==> config.mk <==
export PLATFORM = sky130hd
export DESIGN_NAME = imem_loader_m_flat
export DESIGN_NICKNAME = d
export VERILOG_FILES = /design/src/rtl/imem_loader_m_if.sv /design/src/rtl/imem_loader_m.sv /design/src/flat_wrapper.sv
export SDC_FILE = /design/constraint.sdc
export NUM_CORES = 1
export LEC_CHECK = 0
export BUFFER_PORTS_ARGS = -buffer_cell sky130_fd_sc_hd__buf_2
export CELL_PAD_IN_SITES_DETAIL_PLACEMENT = 1
export CELL_PAD_IN_SITES_GLOBAL_PLACEMENT = 1
export CORE_MARGIN = 2
export CORE_UTILIZATION = 38
export DETAILED_ROUTE_END_ITERATION = 8
export PLACE_DENSITY_LB_ADDON = 0.1
export SLEW_MARGIN = 20
export SYNTH_ARGS = -nofsm -noshare
export SYNTH_HDL_FRONTEND = slang
export SYNTH_SLANG_ARGS = --single-unit
==> constraint.sdc <==
create_clock -name clock -period 1.9 [get_ports clock]
set_input_delay 0.19 -clock clock [delete_from_list [all_inputs] [get_ports clock]]
set_output_delay 0.19 -clock clock [all_outputs]
set_load 0.02 [all_outputs]
==> src/rtl/imem_loader_m_if.sv <==
// imem_loader_m_if: control, byte-stream and instruction-memory write-port signals of the program loader.
// master = host/bench side, slave = loader side.
interface imem_loader_m_if #(
    parameter int unsigned ADDR_WIDTH = 32
) ();
    logic                  start;
    logic [15:0]           word_count;
    logic                  abort;
    logic [7:0]            byte_in;
    logic                  byte_valid;
    logic                  byte_ready;
    logic                  imem_we;
    logic [ADDR_WIDTH-1:0] imem_addr;
    logic [31:0]           imem_wdata;
    logic                  cpu_hold;
    logic                  done;
    logic                  error;

    modport master (
        output start, word_count, abort, byte_in, byte_valid,
        input  byte_ready, imem_we, imem_addr, imem_wdata, cpu_hold, done, error
    );

    modport slave (
        input  start, word_count, abort, byte_in, byte_valid,
        output byte_ready, imem_we, imem_addr, imem_wdata, cpu_hold, done, error
    );
endinterface

==> src/rtl/imem_loader_m.sv <==
// imem_loader_m: byte-serial instruction-memory loader that stalls the CPU while a program streams in.
// Optional LOADER_CHECKSUM_EN: a trailing XOR checksum byte is verified before DONE.
module imem_loader_m #(
    parameter int unsigned ADDR_WIDTH = 32,
    parameter logic [31:0] BASE_ADDR  = 32'h0000_0000,
    parameter int unsigned MAX_WORDS  = 256
) (
    input  logic           clock,
    input  logic           reset_n,
    imem_loader_m_if.slave bus
);
    localparam int unsigned CNT_W = $clog2(MAX_WORDS) + 1;

    typedef enum logic [2:0] {
        S_IDLE,
        S_RECV,
        S_WRITE,
`ifdef LOADER_CHECKSUM_EN
        S_CHECK,
`endif
        S_DONE
    } state_t;

    // State entered once the last word (or an empty program) has been handled.
`ifdef LOADER_CHECKSUM_EN
    localparam state_t S_TAIL = S_CHECK;
`else
    localparam state_t S_TAIL = S_DONE;
`endif

    state_t                state_q, state_d;
    logic [1:0]            byte_cnt_q, byte_cnt_d;
    logic [CNT_W-1:0]      idx_q, idx_d;
    logic [CNT_W-1:0]      count_q, count_d;
    logic [23:0]           wbuf_q, wbuf_d;
    logic                  byte_ready_q, byte_ready_d;
    logic                  imem_we_q, imem_we_d;
    logic [ADDR_WIDTH-1:0] imem_addr_q, imem_addr_d;
    logic [31:0]           imem_wdata_q, imem_wdata_d;
    logic                  cpu_hold_q, cpu_hold_d;
    logic                  done_q, done_d;
    logic                  error_q, error_d;
`ifdef LOADER_CHECKSUM_EN
    logic [7:0]            csum_q, csum_d;
`endif

    logic                  xfer;
    logic [31:0]           wc_ext;
    logic [CNT_W-1:0]      idx_inc;

    assign xfer    = bus.byte_valid && byte_ready_q;
    assign wc_ext  = 32'(bus.word_count);
    assign idx_inc = idx_q + CNT_W'(1);

    always_comb begin
        state_d      = state_q;
        byte_cnt_d   = byte_cnt_q;
        idx_d        = idx_q;
        count_d      = count_q;
        wbuf_d       = wbuf_q;
        imem_addr_d  = imem_addr_q;
        imem_wdata_d = imem_wdata_q;
        error_d      = error_q;
`ifdef LOADER_CHECKSUM_EN
        csum_d       = csum_q;
`endif

        case (state_q)
            S_IDLE: begin
                if (bus.start) begin
                    if (wc_ext > MAX_WORDS) begin
                        error_d = 1'b1;
                    end else begin
                        error_d    = 1'b0;
                        byte_cnt_d = '0;
                        idx_d      = '0;
                        count_d    = CNT_W'(bus.word_count);
`ifdef LOADER_CHECKSUM_EN
                        csum_d     = '0;
`endif
                        state_d    = (bus.word_count == 16'd0) ? S_TAIL : S_RECV;
                    end
                end
            end

            S_RECV: begin
                // abort wins over a completing word, so that word is never written
                if (bus.abort) begin
                    state_d = S_IDLE;
                    error_d = 1'b1;
                end else if (xfer) begin
                    byte_cnt_d = byte_cnt_q + 2'd1;
`ifdef LOADER_CHECKSUM_EN
                    csum_d     = csum_q ^ bus.byte_in;
`endif
                    case (byte_cnt_q)
                        2'd0:    wbuf_d[7:0]   = bus.byte_in;
                        2'd1:    wbuf_d[15:8]  = bus.byte_in;
                        2'd2:    wbuf_d[23:16] = bus.byte_in;
                        default: begin
                            imem_wdata_d = {bus.byte_in, wbuf_q};
                            imem_addr_d  = ADDR_WIDTH'(BASE_ADDR) + ADDR_WIDTH'({idx_q, 2'b00});
                            state_d      = S_WRITE;
                        end
                    endcase
                end
            end

            S_WRITE: begin
                if (bus.abort) begin
                    state_d = S_IDLE;
                    error_d = 1'b1;
                end else begin
                    idx_d   = idx_inc;
                    state_d = (idx_inc == count_q) ? S_TAIL : S_RECV;
                end
            end

`ifdef LOADER_CHECKSUM_EN
            S_CHECK: begin
                if (bus.abort) begin
                    state_d = S_IDLE;
                    error_d = 1'b1;
                end else if (xfer) begin
                    if (bus.byte_in == csum_q) begin
                        state_d = S_DONE;
                    end else begin
                        state_d = S_IDLE;
                        error_d = 1'b1;
                    end
                end
            end
`endif

            S_DONE:  state_d = S_IDLE;
            default: state_d = S_IDLE;
        endcase

        // Outputs are registered by decoding the state being entered.
        byte_ready_d = (state_d == S_RECV);
        cpu_hold_d   = (state_d == S_RECV) || (state_d == S_WRITE);
`ifdef LOADER_CHECKSUM_EN
        byte_ready_d = byte_ready_d || (state_d == S_CHECK);
        cpu_hold_d   = cpu_hold_d || (state_d == S_CHECK);
`endif
        imem_we_d    = (state_d == S_WRITE);
        done_d       = (state_d == S_DONE);
    end

    always_ff @(posedge clock or negedge reset_n) begin
        if (!reset_n) begin
            state_q      <= S_IDLE;
            byte_cnt_q   <= '0;
            idx_q        <= '0;
            count_q      <= '0;
            wbuf_q       <= '0;
            byte_ready_q <= 1'b0;
            imem_we_q    <= 1'b0;
            imem_addr_q  <= '0;
            imem_wdata_q <= '0;
            cpu_hold_q   <= 1'b0;
            done_q       <= 1'b0;
            error_q      <= 1'b0;
`ifdef LOADER_CHECKSUM_EN
            csum_q       <= '0;
`endif
        end else begin
            state_q      <= state_d;
            byte_cnt_q   <= byte_cnt_d;
            idx_q        <= idx_d;
            count_q      <= count_d;
            wbuf_q       <= wbuf_d;
            byte_ready_q <= byte_ready_d;
            imem_we_q    <= imem_we_d;
            imem_addr_q  <= imem_addr_d;
            imem_wdata_q <= imem_wdata_d;
            cpu_hold_q   <= cpu_hold_d;
            done_q       <= done_d;
            error_q      <= error_d;
`ifdef LOADER_CHECKSUM_EN
            csum_q       <= csum_d;
`endif
        end
    end

    assign bus.byte_ready = byte_ready_q;
    assign bus.imem_we    = imem_we_q;
    assign bus.imem_addr  = imem_addr_q;
    assign bus.imem_wdata = imem_wdata_q;
    assign bus.cpu_hold   = cpu_hold_q;
    assign bus.done       = done_q;
    assign bus.error      = error_q;
endmodule

==> src/flat_wrapper.sv <==
// flat-port wrapper written by rule: the top's interface ports become plain ports
module imem_loader_m_flat 
#(
    parameter int unsigned ADDR_WIDTH = 32,
    parameter logic [31:0] BASE_ADDR  = 32'h0000_0000,
    parameter int unsigned MAX_WORDS  = 256
)
  (clock, reset_n, bus_start, bus_word_count, bus_abort, bus_byte_in, bus_byte_valid, bus_byte_ready, bus_imem_we, bus_imem_addr, bus_imem_wdata, bus_cpu_hold, bus_done, bus_error);
  imem_loader_m_if #(.ADDR_WIDTH(ADDR_WIDTH)) bus_i ();
  input  logic clock;
  input  logic reset_n;
  input wire logic [$bits(bus_i.start)-1:0] bus_start;
  input wire logic [$bits(bus_i.word_count)-1:0] bus_word_count;
  input wire logic [$bits(bus_i.abort)-1:0] bus_abort;
  input wire logic [$bits(bus_i.byte_in)-1:0] bus_byte_in;
  input wire logic [$bits(bus_i.byte_valid)-1:0] bus_byte_valid;
  output wire logic [$bits(bus_i.byte_ready)-1:0] bus_byte_ready;
  output wire logic [$bits(bus_i.imem_we)-1:0] bus_imem_we;
  output wire logic [$bits(bus_i.imem_addr)-1:0] bus_imem_addr;
  output wire logic [$bits(bus_i.imem_wdata)-1:0] bus_imem_wdata;
  output wire logic [$bits(bus_i.cpu_hold)-1:0] bus_cpu_hold;
  output wire logic [$bits(bus_i.done)-1:0] bus_done;
  output wire logic [$bits(bus_i.error)-1:0] bus_error;
  assign bus_i.start = bus_start;
  assign bus_i.word_count = bus_word_count;
  assign bus_i.abort = bus_abort;
  assign bus_i.byte_in = bus_byte_in;
  assign bus_i.byte_valid = bus_byte_valid;
  assign bus_byte_ready = bus_i.byte_ready;
  assign bus_imem_we = bus_i.imem_we;
  assign bus_imem_addr = bus_i.imem_addr;
  assign bus_imem_wdata = bus_i.imem_wdata;
  assign bus_cpu_hold = bus_i.cpu_hold;
  assign bus_done = bus_i.done;
  assign bus_error = bus_i.error;
  imem_loader_m #(.ADDR_WIDTH(ADDR_WIDTH), .BASE_ADDR(BASE_ADDR), .MAX_WORDS(MAX_WORDS)) u_core (.clock(clock), .reset_n(reset_n), .bus(bus_i));
endmodule
==> results of run 1 <==
==> through the flow <==
stage / power [mW] / instances
after detailed placement: 2.20 / 545
final: 3.42 / 563
after global placement: 2.20 / 545
after CTS: 3.47 / 562
after floorplan: 2.14 / 347
after global routing: 3.57 / 563
==> synthesized netlist by cell type (2+ instances only) <==
master	count	area (um2)
xor2_1	7	61.3
ha_1	5	62.6
o21ai_1	3	15.0
nor3_1	4	20.0
nor2_1	11	41.3
o21ai_0	16	80.1
mux2_2	44	495
nand2b_1	3	18.8
nand2_1	20	75.1
mux2_1	29	327
a21oi_1	5	25.0
buf_4	25	188
or3_1	2	12.5
nand3_1	5	25.0
a31oi_1	2	12.5
a311oi_1	2	17.5
a21o_1	2	15.0
buf_2	8	40.0
inv_1	5	18.8
and3_1	2	12.5
xnor2_1	4	35.0
dfrtp_1	93	2330
nand4_1	2	12.5
nor4_1	3	18.8
==> sequential cells by signal, indices dropped and copies added (netlist names) <==
signal and cells:
u_core.bus.error 1, u_core.bus.imem_we 1, u_core.byte_cnt_q 2, u_core.count_q 9, u_core.bus.cpu_hold 1, u_core.bus.byte_ready 1, u_core.bus.imem_addr 9, u_core.bus.imem_wdata 32
u_core.bus.done 1, u_core.idx_q 9, u_core.state_q 3, u_core.wbuf_q 24
==> metal layers <==
layer	part of all wire [%]	up-vias	GRT usage, %
li1	-	1282	-
met1	48	1387	23.5
met2	47	76	25.0
met3	4.2	6	3.11
met4	0.69	0	4.30
met5	0	-	0
==> final cells by class <==
cell class,instances,area (um2)
Clock buffer,9,124
Clock inverter,7,65.1
Fill cell,1193,5800
Inverter,5,18.8
Multi-Input combinational cell,214,1690
Sequential cell,93,2330
Tap cell,140,175
Timing Repair Buffer,95,549
==> repair_timing <==
action                     in CTS  in global routing
hold buffers                    1                  0
setup endpoints to repair       0                 12
resized for setup               0                  9
hold endpoints to repair       39                  0
setup buffers                   0                  1
==> logic make-up after synthesis <==
family / share of synthesized area, %
compound gates: 6.05
flops: 56.0
fa+ha+maj: 1.50
simple gates: 7.64
mux: 19.8
other cells: 0.0902
xor+xnor: 2.71
buf+inv: 6.29
==> worst max path at each step <==
| stage | start | endpoint | slack (ns) | cells past startpoint |
|---|---|---|---|---|
| 2_1_floorplan | u_core.idx_q[0] | u_core.bus.cpu_hold | 0.06 | 8 |
| 3_3_place_gp | u_core.idx_q[3] | u_core.bus.cpu_hold | 0.05 | 6 |
| 3_5_place_dp | u_core.idx_q[0] | u_core.bus.cpu_hold | 0.03 | 7 |
| 4_1_cts | u_core.idx_q[1] | u_core.bus.cpu_hold | 0.02 | 7 |
| 5_1_grt | u_core.idx_q[0] | u_core.state_q[1] | -0.06 | 7 |
| 6_report | u_core.idx_q[3] | u_core.state_q[1] | 0.10 | 6 |
==> power groups by stage <==
stage          registers (mW)  clock network, mW  logic, mW
2_1_floorplan            2.03                  0      0.105
3_3_place_gp             2.03                  0      0.162
3_5_place_dp             2.03                  0      0.164
4_1_cts                  1.99               1.31      0.165
5_1_grt                  2.00               1.39      0.185
6_report                 1.99               1.26      0.161
==> flow_summary.json, run 1 <==
{
  "status": "finished, final reports clean",
  "ys_seq_elements": 93,
  "place_area_um2": 4710,
  "ys_types": 46,
  "async_flop_share_pct": 100,
  "cts_sinks": 93,
  "grt_pass1_wl_um": 14600,
  "rsz0062_at_grt": "true",
  "avgSynthCellArea_um2": 12.8,
  "powerDensity_nw_per_um2": 690,
  "max_freq_mhz": 556,
  "layout_common_cells": "dfrtp_1 (90), buf_2 (73), mux2_2 (44), mux2_1 (29), conb_1 (24)",
  "clk_latency_ns": 0.35,
  "wl_per_cell_um": 15.7,
  "slew-limit-headroom_pct": 54.2,
  "cts_root_buf": "clkbuf_8",
  "synth_edf_count": 0,
  "ir_worst_vdd_mv": 0.390,
  "nNetsFinal": 452,
  "vias": 2751,
  "worst_slack_ns": 0.103,
  "port_buffers": 74,
  "grt_util_all_layers_pct": 16.2,
  "crit_chain": "and4_4 -> nor2b_4 -> xor2_1 -> o311a_1 -> o31ai_2 -> nand2b_1",
  "required_ns": 2.19,
  "p_leak_nw": 2.67,
  "ios": 98,
  "tightest_slew_ns": 0.683,
  "worst_setup_path_start_kind": "register",
  "post-route-period-util_pct": 94.6,
  "gr-total-overflow": 0,
  "place_worst_setup_slack_ns": 0.0304,
  "fin_area_um2": 4950,
  "cts_tree": "built",
  "p_seq_share_pct": 58.4,
  "dr.pass1.iters": 4,
  "fin_util_pct": 46.1,
  "gp_congestion": 0.796,
  "syn_to_final_growth_pct": 19.0,
  "drc_errors": 0,
  "htree_levels": 3,
  "viasPerCell": 4.89,
  "chipWidth_um": 109,
  "layout-drive-gt1-share_pct": 40.4,
  "die_y_um": 109,
  "syn_area_um2": 4160,
  "final-hold-violation-count": 0,
  "cts_buffer_depth": 2,
  "die_area_um2": 11800,
  "drv_slew": 0,
  "design.core.area_um2": 10700,
  "row_count": 38,
  "synth_flop_cell": "dfrtp_1",
  "cp.arrival_ns": 2.08,
  "setup_viol": 0,
  "grt_max_degree": 43,
  "start_util_pct": 38.7,
  "reg2reg_from": "u_core.idx_q[3]",
  "power_frac_clock_pct": 36.9,
  "p_int_mw": 2.54,
  "numCtsBuffers": 9,
  "reg2reg_slack_ns": 0.10,
  "critPathTopFamily": "compound AO/OA/AOI/OAI gates",
  "tns_ns": 0,
  "worst-r2r-cell-count": 6,
  "swShare_pct": 25.7,
  "worstSetupEndpointType": "register",
  "clock_skew_ns": 0.0130,
  "layout_commonest_cell": "dfrtp_1",
  "whs_ns": 0.0892,
  "clk_pin_slew_worst_paths_ns": 0.09,
  "pwr-share-comb_pct": 4.7,
  "route.antenna.remaining_nets": 0,
  "drt_iter0_markers": 65,
  "detailedPlacementHpwl_um": 6610,
  "hold-path-cell-count": 2,
  "finalCriticalPeriod_ns": 1.80,
  "yosys_warnings": 0,
  "wirelength_um": 8830,
  "worstHoldStart": "bus_word_count[6]",
  "critPathMaxFanout": 6,
  "antenna_found_initial": 0,
  "r2r-end": "u_core.state_q[1]",
  "crit_buf_inv": 0,
  "max_stage_delay_ns": 0.46,
  "worstHoldEndpoint": "u_core.count_q[6]",
  "p_switching_mw": 0.878,
  "grt_pass1_vias": 2797,
  "path_class": "reg -> reg",
  "max_cap_viol_count": 0,
  "crit_slowest_cell": "dfrtp_2",
  "hp-class": "in -> reg",
  "yosysSeqAreaShare_pct": 56.0,
  "n_antenna_cell": 0,
  "netlist_instances": 324
}
(Power assumes the default switching activity.)
==> run 2: changes to the inputs <==
PLACE_DENSITY = 0.82   (was unset)
PLACE_DENSITY_LB_ADDON = unset   (was 0.1)
==> run 2 against run 1 <==
  * Die area unchanged
  * Non-clock buffer count is 3 lower
  * Register-to-register slack worse by 0.09 ns
  * Combinational power hardly changed
  * Global-route usage rose by 0.69 points
  * Clock skew fell by 0.0034 ns
  * Final cell count decreased by 0.53%
  * Utilization is 0.070 points lower
  * Via count up 0.25%
  * Power increased by 3.5%
  * Maximum frequency fell by 4.7%
  * Clock-buffer cell count stayed put
==> flow_summary.json, run 2 (synthesis results as in run 1) <==
{
  "status": "finished, final reports clean",
  "place_worst_setup_slack_ns": 0.0508,
  "grt_pass1_vias": 2919,
  "tns_ns": 0,
  "cts_root_buf": "clkbuf_8",
  "grt_util_all_layers_pct": 16.9,
  "port_buffers": 74,
  "clock_skew_ns": 0.00961,
  "rsz0062_at_grt": "true",
  "post-route-period-util_pct": 99.2,
  "final-hold-violation-count": 0,
  "drc_errors": 0,
  "finalCriticalPeriod_ns": 1.89,
  "n_antenna_cell": 0,
  "ir_worst_vdd_mv": 0.379,
  "max_stage_delay_ns": 0.45,
  "vias": 2758,
  "crit_chain": "ha_1 -> xor2_1 -> a2111oi_2 -> nand3_1 -> o31ai_2 -> nand2b_4",
  "slew-limit-headroom_pct": 52.4,
  "critPathMaxFanout": 4,
  "grt_max_degree": 48,
  "cts_sinks": 93,
  "final_cells": 560,
  "die_y_um": 109,
  "detailedPlacementHpwl_um": 6920,
  "grt_pass1_wl_um": 15200,
  "critPathTopFamily": "compound AO/OA/AOI/OAI gates",
  "gp_congestion": 0.797,
  "chipWidth_um": 109,
  "fin_area_um2": 4940,
  "layout-drive-gt1-share_pct": 39.3,
  "row_count": 38,
  "worstSetupEndpointType": "register",
  "largest_register_ff_count": 32,
  "clk_pin_slew_worst_paths_ns": 0.09,
  "place_area_um2": 4690,
  "drt_iter0_markers": 97,
  "ios": 98,
  "crit_buf_inv": 0,
  "place_inst": 541,
  "power_mw": 3.53,
  "htree_levels": 3,
  "reg2reg_slack_ns": 0.01,
  "drv_slew": 0,
  "dr.pass1.iters": 4,
  "design.core.area_um2": 10700,
  "die_area_um2": 11800,
  "whs_ns": 0.0630,
  "p_leak_nw": 2.68,
  "clk_latency_ns": 0.38,
  "layout_common_cells": "dfrtp_1 (90), buf_2 (73), mux2_2 (44), mux2_1 (29), conb_1 (24)",
  "crit_slowest_cell": "dfrtp_2",
  "route.antenna.remaining_nets": 0,
  "worst_slack_ns": 0.0147,
  "nNetsFinal": 449,
  "setup_viol": 0,
  "powerDensity_nw_per_um2": 715,
  "syn_to_final_growth_pct": 18.8,
  "layout_commonest_cell": "dfrtp_1",
  "worst_setup_path_start_kind": "register",
  "gr-total-overflow": 0,
  "cp.arrival_ns": 2.20,
  "numCtsBuffers": 9,
  "antenna_found_initial": 0,
  "wirelength_um": 9390,
  "fin_util_pct": 46.0,
  "viasPerCell": 4.93,
  "hp-class": "in -> reg",
  "cts_buffer_depth": 2,
  "max_freq_mhz": 530,
  "cts_tree": "built",
  "max_cap_viol_count": 0,
  "required_ns": 2.22,
  "start_util_pct": 38.7,
  "path_class": "reg -> reg",
  "wl_per_cell_um": 16.8,
  "tightest_slew_ns": 0.710
}
## run 2: cell count changes in the layout (fill, tap and decap cells not counted), sizes merged
cell / before / now
buf: 94 / 91
bufinv: 0 / 1
clkinv: 3 / 1
clkinvlp: 0 / 1
## run 2: metal layers
metal | wire length, um | global-route usage [%]
met4 | 298 | 7.69
met5 | 0 | 0
met3 | 292 | 2.93
met2 | 4690 | 27.4
met1 | 4110 | 22.2
## run 2: area by class of cell
type	count	area [um2]
Clock buffer	9	124
Clock inverter	7	77.6
Fill cell	1191	5800
Inverter	5	18.8
Multi-Input combinational cell	214	1680
Sequential cell	93	2330
Tap cell	140	175
Timing Repair Buffer	92	536
## run 2: where the power goes
| group | internal, mW | switching, mW | total (mW) |
|---|---|---|---|
| logic | 0.0437 | 0.119 | 0.163 |
| clock network | 0.624 | 0.753 | 1.38 |
| registers | 1.99 | 0.00788 | 1.99 |
| total | 2.65 | 0.880 | 3.53 |
## run 2: final timing paths
path	start	to	cells after the start
min in group asynchronous	reset_n	u_core.bus.imem_wdata[25]	2
max in group asynchronous	reset_n	u_core.bus.imem_wdata[29]	3
setup reg to reg	u_core.idx_q[0]	u_core.state_q[1]	6
hold reg to reg	u_core.wbuf_q[16]	u_core.bus.imem_wdata[16]	1
hold / removal	bus_word_count[4]	u_core.count_q[4]	2
setup / recovery	u_core.idx_q[0]	u_core.state_q[1]	6
## run 2: repair_timing
item | in CTS | in global routing
resized for setup | 0 | 6
hold buffers | 1 | 0
setup buffers | 0 | 2
endpoints found under the setup margin | 0 | 23
endpoints found under the hold margin | 35 | 0
